## src/rtl/gs232c_bp_pkg.sv

```systemverilog
// Shared definitions for the gs232c fetch redirect controller.
//   - FSM state encoding (RUN / SQUASH) as legacy-compatible localparams
//   - Default RAS depth
//   - sext_offs26_to_pc: sign-extends a 26-bit word offset to a byte offset
package gs232c_bp_pkg;

  typedef logic [0:0] fsm_state_t;

  localparam fsm_state_t ST_RUN    = 1'b0;
  localparam fsm_state_t ST_SQUASH = 1'b1;

  localparam int unsigned RAS_DEPTH_DEFAULT = 8;

  // Returns a 64-bit byte offset; callers truncate to their PC width
  // (modulo arithmetic makes the truncation exact).
  function automatic logic [63:0] sext_offs26_to_pc(input logic [25:0] offs);
    return {{36{offs[25]}}, offs, 2'b00};
  endfunction

endpackage

```

## src/rtl/gs232c_ras.sv

```systemverilog
// Return address stack: circular buffer with pointer and saturating count.
// Ports:
//   clk, resetn      clock, asynchronous active-low reset
//   push, push_data  push a return address
//   pop              pop the top entry (ignored while empty)
//   push && pop      replace the top entry in place (plain push while empty)
//   top, empty       combinational top-of-stack and empty flag
module gs232c_ras
  import gs232c_bp_pkg::*;
#(
  parameter int unsigned PC_W      = 32,
  parameter int unsigned RAS_DEPTH = RAS_DEPTH_DEFAULT
) (
  input  logic            clk,
  input  logic            resetn,
  input  logic            push,
  input  logic            pop,
  input  logic [PC_W-1:0] push_data,
  output logic [PC_W-1:0] top,
  output logic            empty
);

  localparam int unsigned PtrW = $clog2(RAS_DEPTH);

  // ptr_q addresses the next free slot; the top lives at ptr_q - 1.
  logic [PtrW-1:0] ptr_q, ptr_d, top_idx, wr_idx;
  logic [PtrW:0]   count_q, count_d;
  logic [PC_W-1:0] mem_q [RAS_DEPTH];
  logic            wr_en;

  assign empty   = (count_q == '0);
  assign top_idx = ptr_q - PtrW'(1);
  assign top     = mem_q[top_idx];

  always_comb begin
    ptr_d   = ptr_q;
    count_d = count_q;
    wr_en   = 1'b0;
    wr_idx  = ptr_q;
    if (push && pop && !empty) begin
      wr_en  = 1'b1;
      wr_idx = top_idx;
    end else begin
      if (pop && !empty) begin
        ptr_d   = top_idx;
        count_d = count_q - (PtrW+1)'(1);
      end
      if (push) begin
        // Full pushes wrap onto the oldest entry; count saturates.
        wr_en  = 1'b1;
        wr_idx = ptr_q;
        ptr_d  = ptr_q + PtrW'(1);
        if (count_q != (PtrW+1)'(RAS_DEPTH)) count_d = count_q + (PtrW+1)'(1);
      end
    end
  end

  always_ff @(posedge clk or negedge resetn) begin
    if (!resetn) begin
      ptr_q   <= '0;
      count_q <= '0;
    end else begin
      ptr_q   <= ptr_d;
      count_q <= count_d;
    end
  end

  // Entry contents need no reset.
  always_ff @(posedge clk) begin
    if (wr_en) mem_q[wr_idx] <= push_data;
  end

endmodule

```

## src/rtl/gs232c_fetch_redirect_ctl.sv

```systemverilog
// Fetch-stage branch redirect controller placed after the predecoder.
// Predicts static next-PC targets, keeps a RAS, issues a one-cycle redirect
// and squashes the wrong-path beat that follows a taken prediction.
// Ports:
//   clk, resetn                      clock, asynchronous active-low reset
//   in_valid/in_ready/in_pc/in_inst  fetch beat handshake and payload
//   in_bl_b .. in_sign, in_offs      predecoder flags and word offset
//   out_valid/out_ready/out_*        registered downstream stage + prediction
//   redirect_valid/redirect_pc       one-cycle redirect to the PC generator
//   ex_flush                         backend flush, highest priority
// Build option: GS232C_BTFN_PRED_EN enables backward-taken prediction of in_brop.
module gs232c_fetch_redirect_ctl
  import gs232c_bp_pkg::*;
#(
  parameter int unsigned PC_W      = 32,
  parameter int unsigned RAS_DEPTH = RAS_DEPTH_DEFAULT
) (
  input  logic            clk,
  input  logic            resetn,
  input  logic            in_valid,
  output logic            in_ready,
  input  logic [PC_W-1:0] in_pc,
  input  logic [31:0]     in_inst,
  input  logic            in_bl_b,
  input  logic            in_brop,
  input  logic            in_jrop,
  input  logic            in_jrra,
  input  logic            in_link,
  input  logic            in_sign,
  input  logic [25:0]     in_offs,
  output logic            out_valid,
  input  logic            out_ready,
  output logic [PC_W-1:0] out_pc,
  output logic [31:0]     out_inst,
  output logic            out_pred_taken,
  output logic [PC_W-1:0] out_pred_target,
  output logic            redirect_valid,
  output logic [PC_W-1:0] redirect_pc,
  input  logic            ex_flush
);

  fsm_state_t      state_q, state_d;
  logic            out_valid_q, out_valid_d;
  logic [PC_W-1:0] out_pc_q, out_pred_target_q, redirect_pc_q, redirect_pc_d;
  logic [31:0]     out_inst_q;
  logic            out_pred_taken_q;

  logic            acc, run_acc;
  logic            pred_taken;
  logic [PC_W-1:0] pred_target, tgt, pc_plus4, ras_top;
  logic            ras_empty;

  // jr (non-ra) is never predicted; its flag is intentionally ignored.
  logic unused_flags;
`ifdef GS232C_BTFN_PRED_EN
  assign unused_flags = in_jrop;
`else
  assign unused_flags = ^{in_jrop, in_brop, in_sign};
`endif

  // The SQUASH cycle is exactly the cycle the redirect pulse is visible.
  assign redirect_valid = (state_q == ST_SQUASH);
  assign in_ready       = redirect_valid || !out_valid_q || out_ready;
  assign acc            = in_valid && in_ready;
  assign run_acc        = acc && (state_q == ST_RUN) && !ex_flush;

  assign tgt      = in_pc + PC_W'(sext_offs26_to_pc(in_offs));
  assign pc_plus4 = in_pc + PC_W'(4);

  always_comb begin
    pred_taken  = 1'b0;
    pred_target = '0;
    if (in_bl_b) begin
      pred_taken  = 1'b1;
      pred_target = tgt;
    end else if (in_jrra && !ras_empty) begin
      pred_taken  = 1'b1;
      pred_target = ras_top;
`ifdef GS232C_BTFN_PRED_EN
    end else if (in_brop && in_sign) begin
      pred_taken  = 1'b1;
      pred_target = tgt;
`endif
    end
  end

  gs232c_ras #(
    .PC_W      (PC_W),
    .RAS_DEPTH (RAS_DEPTH)
  ) u_ras (
    .clk       (clk),
    .resetn    (resetn),
    .push      (run_acc && in_link),
    .pop       (run_acc && in_jrra),
    .push_data (pc_plus4),
    .top       (ras_top),
    .empty     (ras_empty)
  );

  always_comb begin
    state_d       = state_q;
    out_valid_d   = out_valid_q;
    redirect_pc_d = redirect_pc_q;
    if (ex_flush) begin
      state_d     = ST_RUN;
      out_valid_d = 1'b0;
    end else if (state_q == ST_SQUASH) begin
      // Wrong-path beat is consumed and dropped; output only drains.
      state_d = ST_RUN;
      if (out_ready) out_valid_d = 1'b0;
    end else if (acc) begin
      out_valid_d = 1'b1;
      if (pred_taken) begin
        state_d       = ST_SQUASH;
        redirect_pc_d = pred_target;
      end
    end else if (out_ready) begin
      out_valid_d = 1'b0;
    end
  end

  always_ff @(posedge clk or negedge resetn) begin
    if (!resetn) begin
      state_q           <= ST_RUN;
      out_valid_q       <= 1'b0;
      out_pc_q          <= '0;
      out_inst_q        <= '0;
      out_pred_taken_q  <= 1'b0;
      out_pred_target_q <= '0;
      redirect_pc_q     <= '0;
    end else begin
      state_q       <= state_d;
      out_valid_q   <= out_valid_d;
      redirect_pc_q <= redirect_pc_d;
      if (run_acc) begin
        out_pc_q          <= in_pc;
        out_inst_q        <= in_inst;
        out_pred_taken_q  <= pred_taken;
        out_pred_target_q <= pred_target;
      end
    end
  end

  assign out_valid       = out_valid_q;
  assign out_pc          = out_pc_q;
  assign out_inst        = out_inst_q;
  assign out_pred_taken  = out_pred_taken_q;
  assign out_pred_target = out_pred_target_q;
  assign redirect_pc     = redirect_pc_q;

endmodule

```

## config.mk

```make
export PLATFORM = sky130hd
export DESIGN_NAME = gs232c_fetch_redirect_ctl
export DESIGN_NICKNAME = d
export VERILOG_FILES = /design/src/rtl/gs232c_bp_pkg.sv /design/src/rtl/gs232c_ras.sv /design/src/rtl/gs232c_fetch_redirect_ctl.sv
export SDC_FILE = /design/constraint.sdc
export NUM_CORES = 1
export LEC_CHECK = 0
export CAP_MARGIN = 30
export CORE_MARGIN = 3
export CORE_UTILIZATION = 45
export CTS_BUF_LIST = sky130_fd_sc_hd__clkbuf_16
export DETAILED_ROUTE_END_ITERATION = 12
export PLACE_DENSITY = 0.7
export SYNTH_ARGS = -nofsm -noshare
export SYNTH_HDL_FRONTEND = slang
export SYNTH_SLANG_ARGS = --single-unit
```

## constraint.sdc

```tcl
create_clock -name clk -period 4.3 [get_ports clk]
set_clock_uncertainty 0.15 [all_clocks]
set_input_delay 0.86 -clock clk [delete_from_list [all_inputs] [get_ports clk]]
set_output_delay 0.86 -clock clk [all_outputs]
set_load 0.02 [all_outputs]
```

==> results.yml <==
status:
  status: "finished clean"
clocking:
  clkSlewWorstSetupHoldPaths_ns: 0.06
  cts_buffer_depth: 3
  holdBufCountCts: 0
  htree_levels: 2
  cts_setup_buffers: 0
  clkSinkCount: 394
  cts_tree: "yes"
  clk-insertion-delay-late_ns: 0.55
  ctsResizeCount: 0
  cts-buffers-inserted: 41
  cts_root_buf: "clkbuf_16"
sta:
  tightestPinTransition_ns: 0.860
  drv_slew: 0
  layout_setup_ws_ns: 0.658
  max_freq_mhz: 275
  setup_viol: 0
  holdWs_ns: 0.251
  slew_headroom_pct: 42.6
  grt_setup_unrepaired: "no"
  fin_crit_ns: 3.64
  fin_crit_sh_pct: 84.7
  timing.setup.tns_ns: 0
  hold_violations: 0
global_routing:
  grt_pass1_wl_mm: 71.9
  grt_pass1_vias: 12200
  gr-total-overflow: 0
  grt_util_all_layers_pct: 22.5
  antenna_found_initial: 0
  grt_max_degree: 87
routing:
  antenna_left: 0
  vias: 12300
  met3_length_mm: 3.59
  routed_wl_mm: 47.5
  drt_first_pass_iters: 5
  drc: 0
  avgViaCountPerCell: 5.67
  wl_per_cell_um: 22.0
  met1_length_mm: 20.1
  wl_met2_mm: 22.5
  drtIter0Drc: 1107
  top_layer: "met4"
worst_hold_path:
  min_path_type: "in -> async"
die:
  core_um2: 38700
  die_x_um: 204
  rows: 72
  initial_core_util_pct: 45.7
  die_h_um: 204
  io_pins: 233
  die_area_um2: 41800
layout:
  layout.nets: 1754
  syn_to_final_growth_pct: 24.9
  final_area_um2: 22100
  regArea_um2: 11100
  n_antenna_cell: 0
  fin_util_pct: 57.1
  fin_cells: 2164
  multi_input_area_um2: 6240
  fillers: 3081
  layout-drive-gt1-share_pct: 12.8
critical_path:
  startpoint: "in_pc[2]"
  critPathCapture: "u_ras.mem_q[7][26]$_DFFE_PP_"
  path_class: "in -> reg"
  cp_max_fo: 8
  cp.required_ns: 4.39
  r2r_setup_slack_ns: 1.17
  cpMaxStageDelayCell: "clkdlybuf4s50_1"
  crit_path_end_kind: "flip-flop"
  critPathLaunchType: "primary input"
  cp_cell_sequence: "clkdlybuf4s50_1 > ha_1 > nand3_1 > nor2_1 > nand4_1 > or3_1 > inv_1 > nand2_1 > xnor2_1"
  r2r_start: "u_ras.ptr_q[1]$_DFFE_PN0P_"
  worstRegToRegCells: 8
  arrival_ns: 3.74
  r2r-end: "redirect_pc[21]$_DFFE_PN0P_"
  cpPeakStageDelay_ns: 0.63
placement:
  place_ws_ns: 0.210
  dpl.hpwl_mm: 32.8
  place_area_um2: 20900
  port_buffers: 229
  place_inst: 2092
  gp_congestion: 0.918
logic_synthesis:
  ys.flop_type: "edfxtp_1"
  synthDistinctLibCells: 78
  ys_ff_latch: 394
  ys_warn_count: 0
  ys_seq_area_share_pct: 62.9
  synth-async-reset-ratio_pct: 35.0
  synth_edf_count: 256
  synth.avg_cell_area_um2: 13.0
  syn_area_um2: 17700
  synthCells: 1363
  synthesis.nets: 1499
power_and_ir_drop:
  p_leak_nw: 8.70
  power.density_nw_per_um2: 552
  ir_drop_uv: 271
  p_total_mw: 12.2
job:
  max-cap-violations: 0
==> state kept, by name (all words and copies together) (netlist names) <==
name and count:
out_inst 32, out_pc 32, out_pred_taken 1, out_pred_target 32, out_valid 1, redirect_pc 32, redirect_valid 1, u_ras.count_q 4
u_ras.mem_q 256, u_ras.ptr_q 3
==> placed cells by master, fill, tap and decap left out, types with 4 or more instances in the layout <==
master | netlist | routed
xnor2_1 | 30 | 29
a31oi_1 | 9 | 9
o21ai_1 | 9 | 8
and3_1 | 7 | 7
buf_4 | 6 | 42
dfrtp_1 | 138 | 137
or3_1 | 8 | 7
o21a_1 | 7 | 7
a211oi_1 | 7 | 7
nand2_1 | 313 | 313
nor2_2 | 1 | 9
nor2_1 | 59 | 51
a221o_1 | 5 | 5
edfxtp_1 | 256 | 256
inv_1 | 19 | 29
clkdlybuf4s50_1 | 0 | 228
clkinv_1 | 0 | 10
mux4_2 | 64 | 64
nand4_1 | 13 | 13
buf_12 | 0 | 8
ha_1 | 34 | 33
o211ai_1 | 5 | 5
a211o_1 | 6 | 6
o211a_1 | 4 | 4
nand2b_1 | 4 | 4
o31ai_1 | 5 | 5
a21oi_1 | 81 | 81
nand3_1 | 24 | 24
mux2i_1 | 10 | 10
o21ai_0 | 29 | 29
nor3_1 | 16 | 16
clkbuf_16 | 0 | 41
xor2_1 | 18 | 17
a21o_1 | 47 | 47
==> layer usage <==
layer	global-route usage [%]	vias to the layer above
met5	0	-
met4	6.96	0
met3	3.87	77
met2	36.6	498
met1	31.3	6164
li1	-	5533
==> power breakdown <==
part	total, mW	leakage [nW]	internal (mW)	switching (mW)
clock	3.33	0.638	1.91	1.42
combinational	4.13	4.04	1.87	2.25
sequential	4.75	4.03	4.49	0.262
==> cell usage after synthesis, types with 10 or more instances <==
cell type  count  share of area, %
nand2_1      313               6.6
edfxtp_1     256                43
dfrtp_1      138                19
a21oi_1       81               2.3
mux4_2        64               8.1
nor2_1        59               1.3
a21o_1        47               2.0
ha_1          34               2.4
clkbuf_1      33              0.70
xnor2_1       30               1.5
o21ai_0       29              0.82
nand3_1       24              0.68
inv_1         19              0.40
xor2_1        18              0.89
buf_2         16              0.45
nor3_1        16              0.45
nand4_1       13              0.46
mux2i_1       10              0.57
==> final cells by class <==
type | count | share of cell area [%]
clock buffers | 41 | 4.64
clock inverters | 30 | 0.962
inverters | 19 | 0.323
multi-input cells | 883 | 28.2
flip-flops and latches | 394 | 50.4
well taps | 518 | 2.93
repair buffers | 279 | 12.5
==> critical path, delay by kind of cell <==
kind / cells / cell delay [ns]
XOR/XNOR: 1 / 0.58
buffers and inverters: 2 / 0.72
AND/OR/NAND/NOR: 5 / 1.35
adder cells (fa/ha/maj): 1 / 0.24
==> cell families (layout without fill, tap and decap cells) <==
logic type               after synthesis  count (layout)  share of synthesized area (%)
flip-flops                           394             394                           62.9
buffers and inverters                 86             369                           2.15
adder cells (fa/ha/maj)               35              35                           2.52
multiplexers                          75              75                           8.77
AND/OR/NAND/NOR                      473             473                           11.5
XOR/XNOR                              48              48                           2.37
AO/OA/AOI/OAI                        252             252                           9.74
==> worst min path at each step <==
stage	startpoint	end	slack, ns	cells after the start
after floorplan	u_ras.count_q[2]$_DFFE_PN0P_	u_ras.count_q[2]$_DFFE_PN0P_	0.34	1
after global placement	out_inst[17]$_DFFE_PN0N_	out_inst[17]$_DFFE_PN0N_	0.31	2
after detailed placement	out_inst[23]$_DFFE_PN0N_	out_inst[23]$_DFFE_PN0N_	0.31	2
after CTS	resetn	out_inst[12]$_DFFE_PN0N_	0.26	1
after global routing	resetn	redirect_pc[2]$_DFFE_PN0P_	0.30	1
final	resetn	out_inst[12]$_DFFE_PN0N_	0.25	1
Note: power is estimated with default switching activity, not from simulation.
